==> config.mk <==
export PLATFORM = sky130hd
export DESIGN_NAME = booth_mul_seq_flat
export DESIGN_NICKNAME = d
export VERILOG_FILES = /design/src/rtl/booth_mul_seq_if.sv /design/src/rtl/booth_mul_seq.sv /design/src/flat_wrapper.sv
export SDC_FILE = /design/constraint.sdc
export NUM_CORES = 1
export LEC_CHECK = 0
export CELL_PAD_IN_SITES_DETAIL_PLACEMENT = 1
export CELL_PAD_IN_SITES_GLOBAL_PLACEMENT = 1
export CORE_MARGIN = 4
export CORE_UTILIZATION = 36
export DETAILED_ROUTE_END_ITERATION = 16
export PLACE_DENSITY = 0.76
export SLEW_MARGIN = 20
export SYNTH_ARGS = -nofsm -noshare
export SYNTH_HDL_FRONTEND = slang
export SYNTH_HIERARCHICAL = 1
export SYNTH_SLANG_ARGS = --single-unit
==> constraint.sdc <==
create_clock -name clock -period 12.65 [get_ports clock]
set_input_delay 1.265 -clock clock [delete_from_list [all_inputs] [get_ports clock]]
set_output_delay 1.265 -clock clock [all_outputs]
set_load 0.05 [all_outputs]
==> src/rtl/booth_mul_seq_if.sv <==
// Handshake and result bundle between the CPU control unit and the Booth multiplier.
// The master drives the operands and start; the slave returns busy, done and the product.
interface booth_mul_seq_if;
    logic        start;
    logic [31:0] multiplicand;
    logic [31:0] multiplier;
    logic        busy;
    logic        done;
    logic [31:0] hi;
    logic [31:0] lo;

    modport master (
        output start, multiplicand, multiplier,
        input  busy, done, hi, lo
    );

    modport slave (
        input  start, multiplicand, multiplier,
        output busy, done, hi, lo
    );
endinterface

==> src/rtl/booth_mul_seq.sv <==
// Sequential signed 32x32->64 radix-2 Booth multiplier built around one 32-bit ripple adder.
// One partial-product step per clock over 32 steps; product lands in the HI/LO register pair.
module add (
    input  logic [31:0] a,
    input  logic [31:0] b,
    input  logic        cin,
    output logic [31:0] sum,
    output logic        cout
);
    logic [32:0] c;

    assign c[0] = cin;
    for (genvar i = 0; i < 32; i++) begin : g_fa
        assign sum[i]   = a[i] ^ b[i] ^ c[i];
        assign c[i + 1] = (a[i] & b[i]) | (c[i] & (a[i] ^ b[i]));
    end
    assign cout = c[32];
endmodule

module booth_mul_seq (
    input  logic          clock,
    input  logic          clear,
    booth_mul_seq_if.slave bus
);
    typedef enum logic [1:0] {IDLE, RUN, DONE} state_t;

    state_t      state_q;
    logic [31:0] m_q;
    logic [32:0] a_q;
    logic [31:0] q_q;
    logic        q1_q;
    logic [5:0]  cnt_q;
    logic        busy_q;
    logic        done_q;
    logic [31:0] hi_q;
    logic [31:0] lo_q;

    logic        sub;
    logic        add_en;
    logic [31:0] add_b;
    logic [31:0] add_sum;
    logic        add_cout;
    logic [32:0] a_sel;
    logic [32:0] a_d;
    logic [31:0] q_d;
    logic        q1_d;

    assign sub    = q_q[0] & ~q1_q;
    assign add_en = q_q[0] ^ q1_q;
    assign add_b  = sub ? ~m_q : m_q;

    add u_add (
        .a    (a_q[31:0]),
        .b    (add_b),
        .cin  (sub),
        .sum  (add_sum),
        .cout (add_cout)
    );

    // Bit 32 extends the 32-bit adder result to the 33-bit accumulator so -2^31 stays exact.
    assign a_sel = add_en ? {a_q[32] ^ add_b[31] ^ add_cout, add_sum} : a_q;
    assign {a_d, q_d, q1_d} = {a_sel[32], a_sel, q_q};

    // NOTE: all state and outputs live in one clocked block with non-blocking
    // assignments, so every register sees pre-edge values regardless of statement order.
    always_ff @(posedge clock) begin
        if (clear) begin
            state_q <= IDLE;
            m_q     <= '0;
            a_q     <= '0;
            q_q     <= '0;
            q1_q    <= 1'b0;
            cnt_q   <= '0;
            busy_q  <= 1'b0;
            done_q  <= 1'b0;
            hi_q    <= '0;
            lo_q    <= '0;
        end else begin
            done_q <= 1'b0;
            case (state_q)
                IDLE: begin
                    if (bus.start) begin
                        m_q     <= bus.multiplicand;
                        q_q     <= bus.multiplier;
                        a_q     <= '0;
                        q1_q    <= 1'b0;
                        cnt_q   <= '0;
                        busy_q  <= 1'b1;
                        state_q <= RUN;
                    end
                end
                RUN: begin
                    a_q   <= a_d;
                    q_q   <= q_d;
                    q1_q  <= q1_d;
                    cnt_q <= cnt_q + 6'd1;
                    if (cnt_q == 6'd31) begin
                        busy_q  <= 1'b0;
                        state_q <= DONE;
                    end
                end
                DONE: begin
                    hi_q    <= a_q[31:0];
                    lo_q    <= q_q;
                    done_q  <= 1'b1;
                    state_q <= IDLE;
                end
                default: state_q <= IDLE;
            endcase
        end
    end

    assign bus.busy = busy_q;
    assign bus.done = done_q;
    assign bus.hi   = hi_q;
    assign bus.lo   = lo_q;
endmodule
==> src/flat_wrapper.sv <==
// flat-port wrapper written by rule: the top's interface ports become plain ports
module booth_mul_seq_flat 
  (clock, clear, bus_start, bus_multiplicand, bus_multiplier, bus_busy, bus_done, bus_hi, bus_lo);
  booth_mul_seq_if bus_i ();
  input  logic clock;
  input  logic clear;
  input wire logic [$bits(bus_i.start)-1:0] bus_start;
  input wire logic [$bits(bus_i.multiplicand)-1:0] bus_multiplicand;
  input wire logic [$bits(bus_i.multiplier)-1:0] bus_multiplier;
  output wire logic [$bits(bus_i.busy)-1:0] bus_busy;
  output wire logic [$bits(bus_i.done)-1:0] bus_done;
  output wire logic [$bits(bus_i.hi)-1:0] bus_hi;
  output wire logic [$bits(bus_i.lo)-1:0] bus_lo;
  assign bus_i.start = bus_start;
  assign bus_i.multiplicand = bus_multiplicand;
  assign bus_i.multiplier = bus_multiplier;
  assign bus_busy = bus_i.busy;
  assign bus_done = bus_i.done;
  assign bus_hi = bus_i.hi;
  assign bus_lo = bus_i.lo;
  booth_mul_seq u_core (.clock(clock), .clear(clear), .bus(bus_i));
endmodule
==> impl_metrics.json, run 1 <==
{
  "crit_required_ns": 13.00,
  "instances_no_fill": 1242,
  "netlist_instances": 868,
  "cp_arrival_ns": 12.94,
  "cts-root-buf": "clkbuf_16",
  "worstHoldPathType": "reg -> reg",
  "avgSynthCellArea_sq_um": 8.64,
  "synth_cell_types": 35,
  "cts.clk_slew.worst_paths_ns": 0.06,
  "cts_made_buffers": 17,
  "synthTopCellsByArea": "dfxtp_1, nand2_1, fa_1, a21oi_1, nor2_1",
  "overall_global_routing_usage": 0.179,
  "first_global_vias": 6655,
  "cts_sinks": 171,
  "finalMaxSlewViolations": 0,
  "yosys_warnings": 6,
  "timing.critical_path.to_type": "register",
  "setup_violations": 0,
  "reg2reg_depth": 42,
  "h-tree-depth": 4,
  "synth_area_sq_um": 7500,
  "timing.slew.headroom": 0.287,
  "cpMaxStageDelayCell": "or4_1",
  "power_density_nw_per_um2": 133,
  "critical_path.reg2reg.startpoint": "u_core/q1_q",
  "maxCapViolCount": 0,
  "drt_drc_violations_left": 0,
  "tritoncts": "done",
  "postSynth.asyncResetShare": 0,
  "worst_r2r_endpoint": "u_core/a_q[31]",
  "insertedDiodeCount": 0,
  "dp.final_hpwl_um": 13300,
  "synth_area_leader_cell": "dfxtp_1",
  "status": "finished clean",
  "dieWidth_um": 152,
  "kind_of_critical_path": "reg -> reg",
  "routed-via-count": 6230,
  "synth_register_bits": 171,
  "cts_hold_buffers": 0,
  "skew_ns": 0.00787,
  "number_of_flops_mapped_to_enable_cells_by_yosys": 0,
  "grt_pass1_wl_um": 34400,
  "route.detailed.vias_per_inst": 5.02,
  "antenna_found_initial": 1,
  "routed_wl_um": 20600,
  "count_of_port_buffers_added_during_placement": 132,
  "synth_top_area_frac": 0.457,
  "worstSkewPairLatency_ns": 0.43,
  "synth_sequential_area_ratio": 0.457,
  "post_synth_most_frequent_cells": "nand2_1, dfxtp_1, nor2_1, a21oi_1",
  "clk_buf_depth": 2,
  "n_fill_cell": 2362,
  "irDropWorstVdd_uv": 97.7,
  "timing.reg2reg.setup_slack_ns": 0.06,
  "hold_ws_ns": 0.455,
  "finalCriticalPeriod_ns": 12.59,
  "ios": 133,
  "grt_setup_unrepaired": "true",
  "worstHoldEndpoint": "u_core/bus.hi[12]",
  "initial_core_util": 0.368,
  "yosysMostFrequentCell": "nand2_1",
  "critPathMaxStageDelay_ns": 0.41,
  "power.leakage_nw": 3.64,
  "ys.flop_type": "dfxtp_1",
  "holdPathStages": 2,
  "synthToLayoutAreaGrowth_pct": 29.0,
  "worst-path-max-fanout": 3,
  "timing_hold_violations_final": 0,
  "finalCritPeriodShare": 0.995,
  "final_layout_size_suffix_gt1_frac": 0.119,
  "ant_nets": 0,
  "critical_path.most_common_cell": "fa_2",
  "globalplace.congestion": 0.726,
  "postSynthNetCount": 969,
  "design.core.area_sq_um": 20400,
  "die_height_um": 152,
  "drt_pass1_iterations": 4,
  "globalRouteOverflowTotal": 0,
  "hp-start": "u_core/bus.hi[12]",
  "max_clock_freq_mhz": 79.4,
  "setup.worst_path.start_class": "register",
  "design.die.area_sq_um": 23200,
  "number_of_design_rule_violations_left_by_the_first_detailed_router_iteration": 269,
  "tightest_slew_ns": 1.07,
  "numPlacedInstances": 1212,
  "pin_count_of_the_biggest_net_entering_global_routing": 103,
  "wl_per_cell_um": 16.6,
  "floorplan.rows": 52,
  "nets": 1062
}
[report_power, final]
part,switching [W],total (W),internal [W]
combinational,0.0000852,0.000155,0.0000697
sequential,0.0000183,0.000577,0.000559
clock,0.000210,0.000559,0.000349
[area by class of cell]
type / count / area [sq um] / area share
well taps: 270 / 338 / 0.0349
multi-input cells: 618 / 3850 / 0.398
repair buffers: 142 / 1390 / 0.144
flip-flops and latches: 171 / 3420 / 0.354
clock buffers: 23 / 488 / 0.0505
inverters: 11 / 41.3 / 0.00427
clock inverters: 7 / 138 / 0.0142
[cells by family after synthesis]
family,synth area share
and+or+nand+nor,0.205
DFF,0.457
AOI/OAI and AO/OA,0.114
buffers and inverters,0.0486
adders and majority gates,0.0888
xor gates and xnor gates,0.0404
muxes,0.0466
[worst max-delay path by stage]
stage | cells past startpoint | end | slack (ns) | start
finish | 42 | u_core/a_q[31] | 0.06 | u_core/q1_q
global route | 42 | u_core/a_q[31] | -0.22 | u_core/q1_q
CTS | 42 | u_core/a_q[31] | 0.0008 | u_core/q1_q
detailed placement | 42 | u_core/a_q[31] | -0.40 | u_core/q1_q
global placement | 42 | u_core/a_q[31] | -0.12 | u_core/q1_q
floorplan | 43 | u_core/a_q[31] | 0.001 | u_core/q1_q
[per-layer routing]
| layer | part of all wire | vias up | wire length [um] | GRT usage |
|---|---|---|---|---|
| li1 | - | 3048 | - | - |
| met1 | 0.44 | 3056 | 9020 | 0.219 |
| met2 | 0.51 | 100 | 10500 | 0.316 |
| met3 | 0.037 | 24 | 753 | 0.0429 |
| met4 | 0.014 | 2 | 295 | 0.0471 |
| met5 | 0.00097 | - | 20 | 0 |
[state kept, by name (all words and copies together), names as in the netlist]
signal and count:
u_core/q1_q 1, u_core/cnt_q 6, u_core/bus.done 1, u_core/m_q 32, u_core/q_q 32, u_core/bus.busy 1
u_core/state_q 2, u_core/bus.hi 32, u_core/a_q 32, u_core/bus.lo 32
[cells in the final DEF, fill, tap and decap left out, drive strengths merged, types with 2 or more instances in the layout]
cell type and n:
nand2 195, dfxtp 171, clkdlybuf4s50 131, nor2 129
a21oi 101, a22oi 33, nor4 32, xor2 32
fa 32, mux2 31, clkbuf 23, buf 11
inv 11, bufinv 4, nand3 3, nor2b 3
nand2b 3, clkinv 2, o21ai 2, nand3b 2
a211oi 2, o311ai 2, or4 2, nor3b 2
ha 2
[per-stage QoR]
stage          setup TNS (ns)  setup slack (ns)  utilization  power, W  cell area [sq um]
6_report                    0            0.0624        0.475   0.00129               9670
5_1_grt                -0.306            -0.220        0.475   0.00135               9670
4_1_cts                     0          0.000843        0.474   0.00131               9650
3_5_place_dp           -0.740            -0.404        0.441  0.000740               8990
3_3_place_gp           -0.115            -0.115        0.441  0.000734               8990
2_1_floorplan               0           0.00124            -  0.000688               7550
[what timing repair did]
item	CTS	global route
gates resized for setup	11	9
endpoints found under the hold margin	0	0
setup endpoints to repair	3	2
pin swaps	0	2
buffers inserted	0	0
[critical path: cells and delay by family (launching register included)]
family                   cells  cell delay (ns)
flip-flops                   1             0.33
AND/OR/NAND/NOR              1             0.41
adder cells (fa/ha/maj)     33            11.02
XOR/XNOR                     2             0.32
buffers and inverters        5             0.25
AO/OA/AOI/OAI                1             0.15
Power figures use the tool's default switching activity.
==> run 2: changes to the inputs <==
Settings changed: CELL_PAD_IN_SITES_DETAIL_PLACEMENT 1 to default, CELL_PAD_IN_SITES_GLOBAL_PLACEMENT 1 to default, CORE_UTILIZATION 36 to 48, SLEW_MARGIN 20 to 5.
==> run 2 against run 1 <==
  * First-iteration DRC count rose by 46%
  * Clock power shrank 3.6%
  * Sequential power about the same
==> impl_metrics.json, run 2 (same netlist as run 1, synthesis figures left out) <==
{
  "number_of_design_rule_violations_left_by_the_first_detailed_router_iteration": 394,
  "skew_ns": 0.0150,
  "design.die.area_sq_um": 17700,
  "cts_sinks": 171,
  "ant_nets": 0,
  "pin_count_of_the_biggest_net_entering_global_routing": 89,
  "wl_per_cell_um": 14.8,
  "routed-via-count": 6158,
  "drt_pass1_iterations": 4,
  "clk_buf_depth": 2,
  "placed_cell_area_sq_um": 8920,
  "setup_violations": 0,
  "cts_made_buffers": 17,
  "drt_drc_violations_left": 0,
  "setup_total_negative_slack_ns": 0,
  "hp-start": "u_core/bus.lo[11]",
  "maxCapViolCount": 0,
  "initial_core_util": 0.491,
  "status": "finished clean",
  "h-tree-depth": 4,
  "power.leakage_nw": 3.63,
  "critical_path.reg2reg.startpoint": "u_core/q1_q",
  "cts-root-buf": "clkbuf_16",
  "critical_path.most_common_cell": "fa_2",
  "cp_arrival_ns": 12.85,
  "count_of_port_buffers_added_during_placement": 132,
  "ios": 133,
  "crit_required_ns": 13.00,
  "routed_wl_um": 17600,
  "die_height_um": 133,
  "timing.slew.headroom": 0.324,
  "route.detailed.vias_per_inst": 5.19,
  "antenna_found_initial": 1,
  "synthToLayoutAreaGrowth_pct": 27.9,
  "overall_global_routing_usage": 0.200,
  "timing.reg2reg.setup_slack_ns": 0.15,
  "critPathMaxStageDelay_ns": 0.41,
  "worstHoldEndpoint": "u_core/bus.lo[11]",
  "layout.cells.most_common_list": "nand2_1, dfxtp_1, clkdlybuf4s50_1",
  "worstHoldPathType": "reg -> reg",
  "setup.worst_path.start_class": "register",
  "kind_of_critical_path": "reg -> reg",
  "globalplace.congestion": 0.756,
  "final_layout_size_suffix_gt1_frac": 0.122,
  "insertedDiodeCount": 0,
  "worst_r2r_endpoint": "u_core/a_q[31]",
  "grt_pass1_wl_um": 29100,
  "layout.cell_area.non_filler_sq_um": 9590,
  "dp.final_hpwl_um": 11000,
  "irDropWorstVdd_uv": 87.6,
  "power_density_nw_per_um2": 132,
  "finalCritPeriodShare": 0.988,
  "tritoncts": "done",
  "worst-path-max-fanout": 3,
  "layout_commonest_cell": "nand2_1",
  "grt_setup_unrepaired": "true",
  "reg2reg_depth": 42,
  "finalCriticalPeriod_ns": 12.50,
  "dieWidth_um": 133,
  "cpMaxStageDelayCell": "or4_1",
  "nets": 1065,
  "cts.clk_slew.worst_paths_ns": 0.06,
  "worstSkewPairLatency_ns": 0.43,
  "floorplan.rows": 45,
  "max_clock_freq_mhz": 80.0,
  "critPathLaunch": "u_core/q1_q",
  "tightest_slew_ns": 1.01,
  "timing.critical_path.to_type": "register",
  "design.core.area_sq_um": 15300,
  "finalMaxSlewViolations": 0,
  "first_global_vias": 6008,
  "holdPathStages": 2,
  "timing_hold_violations_final": 0,
  "globalRouteOverflowTotal": 0
}
[run 2: layout make-up]
cell class / count / area [sq um]
Multi-Input combinational cell: 618 / 3830
Fill cell: 1305 / 5670
Clock inverter: 12 / 174
Timing Repair Buffer: 145 / 1420
Tap cell: 211 / 264
Inverter: 11 / 41.3
Clock buffer: 19 / 433
Sequential cell: 171 / 3420
[run 2: routing by layer]
layer,global-route usage,share of wire,vias up,wire (um)
li1,-,-,3063,-
met1,0.258,0.45,2929,7880
met2,0.331,0.49,143,8620
met3,0.0460,0.046,21,803
met4,0.0681,0.016,2,276
met5,0,0.00063,-,11
[run 2: worst max-delay path by stage]
| stage | end | cells after the start |
|---|---|---|
| CTS | u_core/a_q[31] | 42 |
| floorplan | u_core/a_q[31] | 43 |
| global placement | u_core/a_q[31] | 42 |
| global route | u_core/a_q[31] | 42 |
| finish | u_core/a_q[31] | 42 |
| detailed placement | u_core/a_q[31] | 42 |
[run 2: critical path, delay by kind of cell (launching register included)]
kind | cells | cell delay [ns]
compound gates | 1 | 0.14
xor+xnor | 2 | 0.33
fa+ha+maj | 33 | 10.93
buf+inv | 5 | 0.26
flops | 1 | 0.33
simple gates | 1 | 0.41
[run 2: power by group]
group          internal, W  leakage [nW]  switching (W)
clock             0.000328         0.285       0.000210
combinational    0.0000694          1.95      0.0000809
sequential        0.000559          1.39      0.0000176
total             0.000957          3.63       0.000309
[run 2: what timing repair did]
action	4_1_cts	5_1_grt
hold buffers	0	0
pin swaps	0	1
endpoints found under the setup margin	2	2
cloned	0	0
setup buffers	0	1
gates resized for setup	8	10
[run 2: through the flow]
step / util / std cells / setup WS (ns) / total power, W / hold slack (ns)
after floorplan: - / 868 / 0.00124 / 0.000688 / 0.445
after global placement: 0.585 / 1155 / -0.0994 / 0.000732 / 0.441
after detailed placement: 0.585 / 1155 / -0.314 / 0.000734 / 0.446
after CTS: 0.626 / 1186 / 0.0194 / 0.00127 / 0.454
after global routing: 0.628 / 1187 / -0.149 / 0.00132 / 0.472
final: 0.628 / 1187 / 0.152 / 0.00127 / 0.452
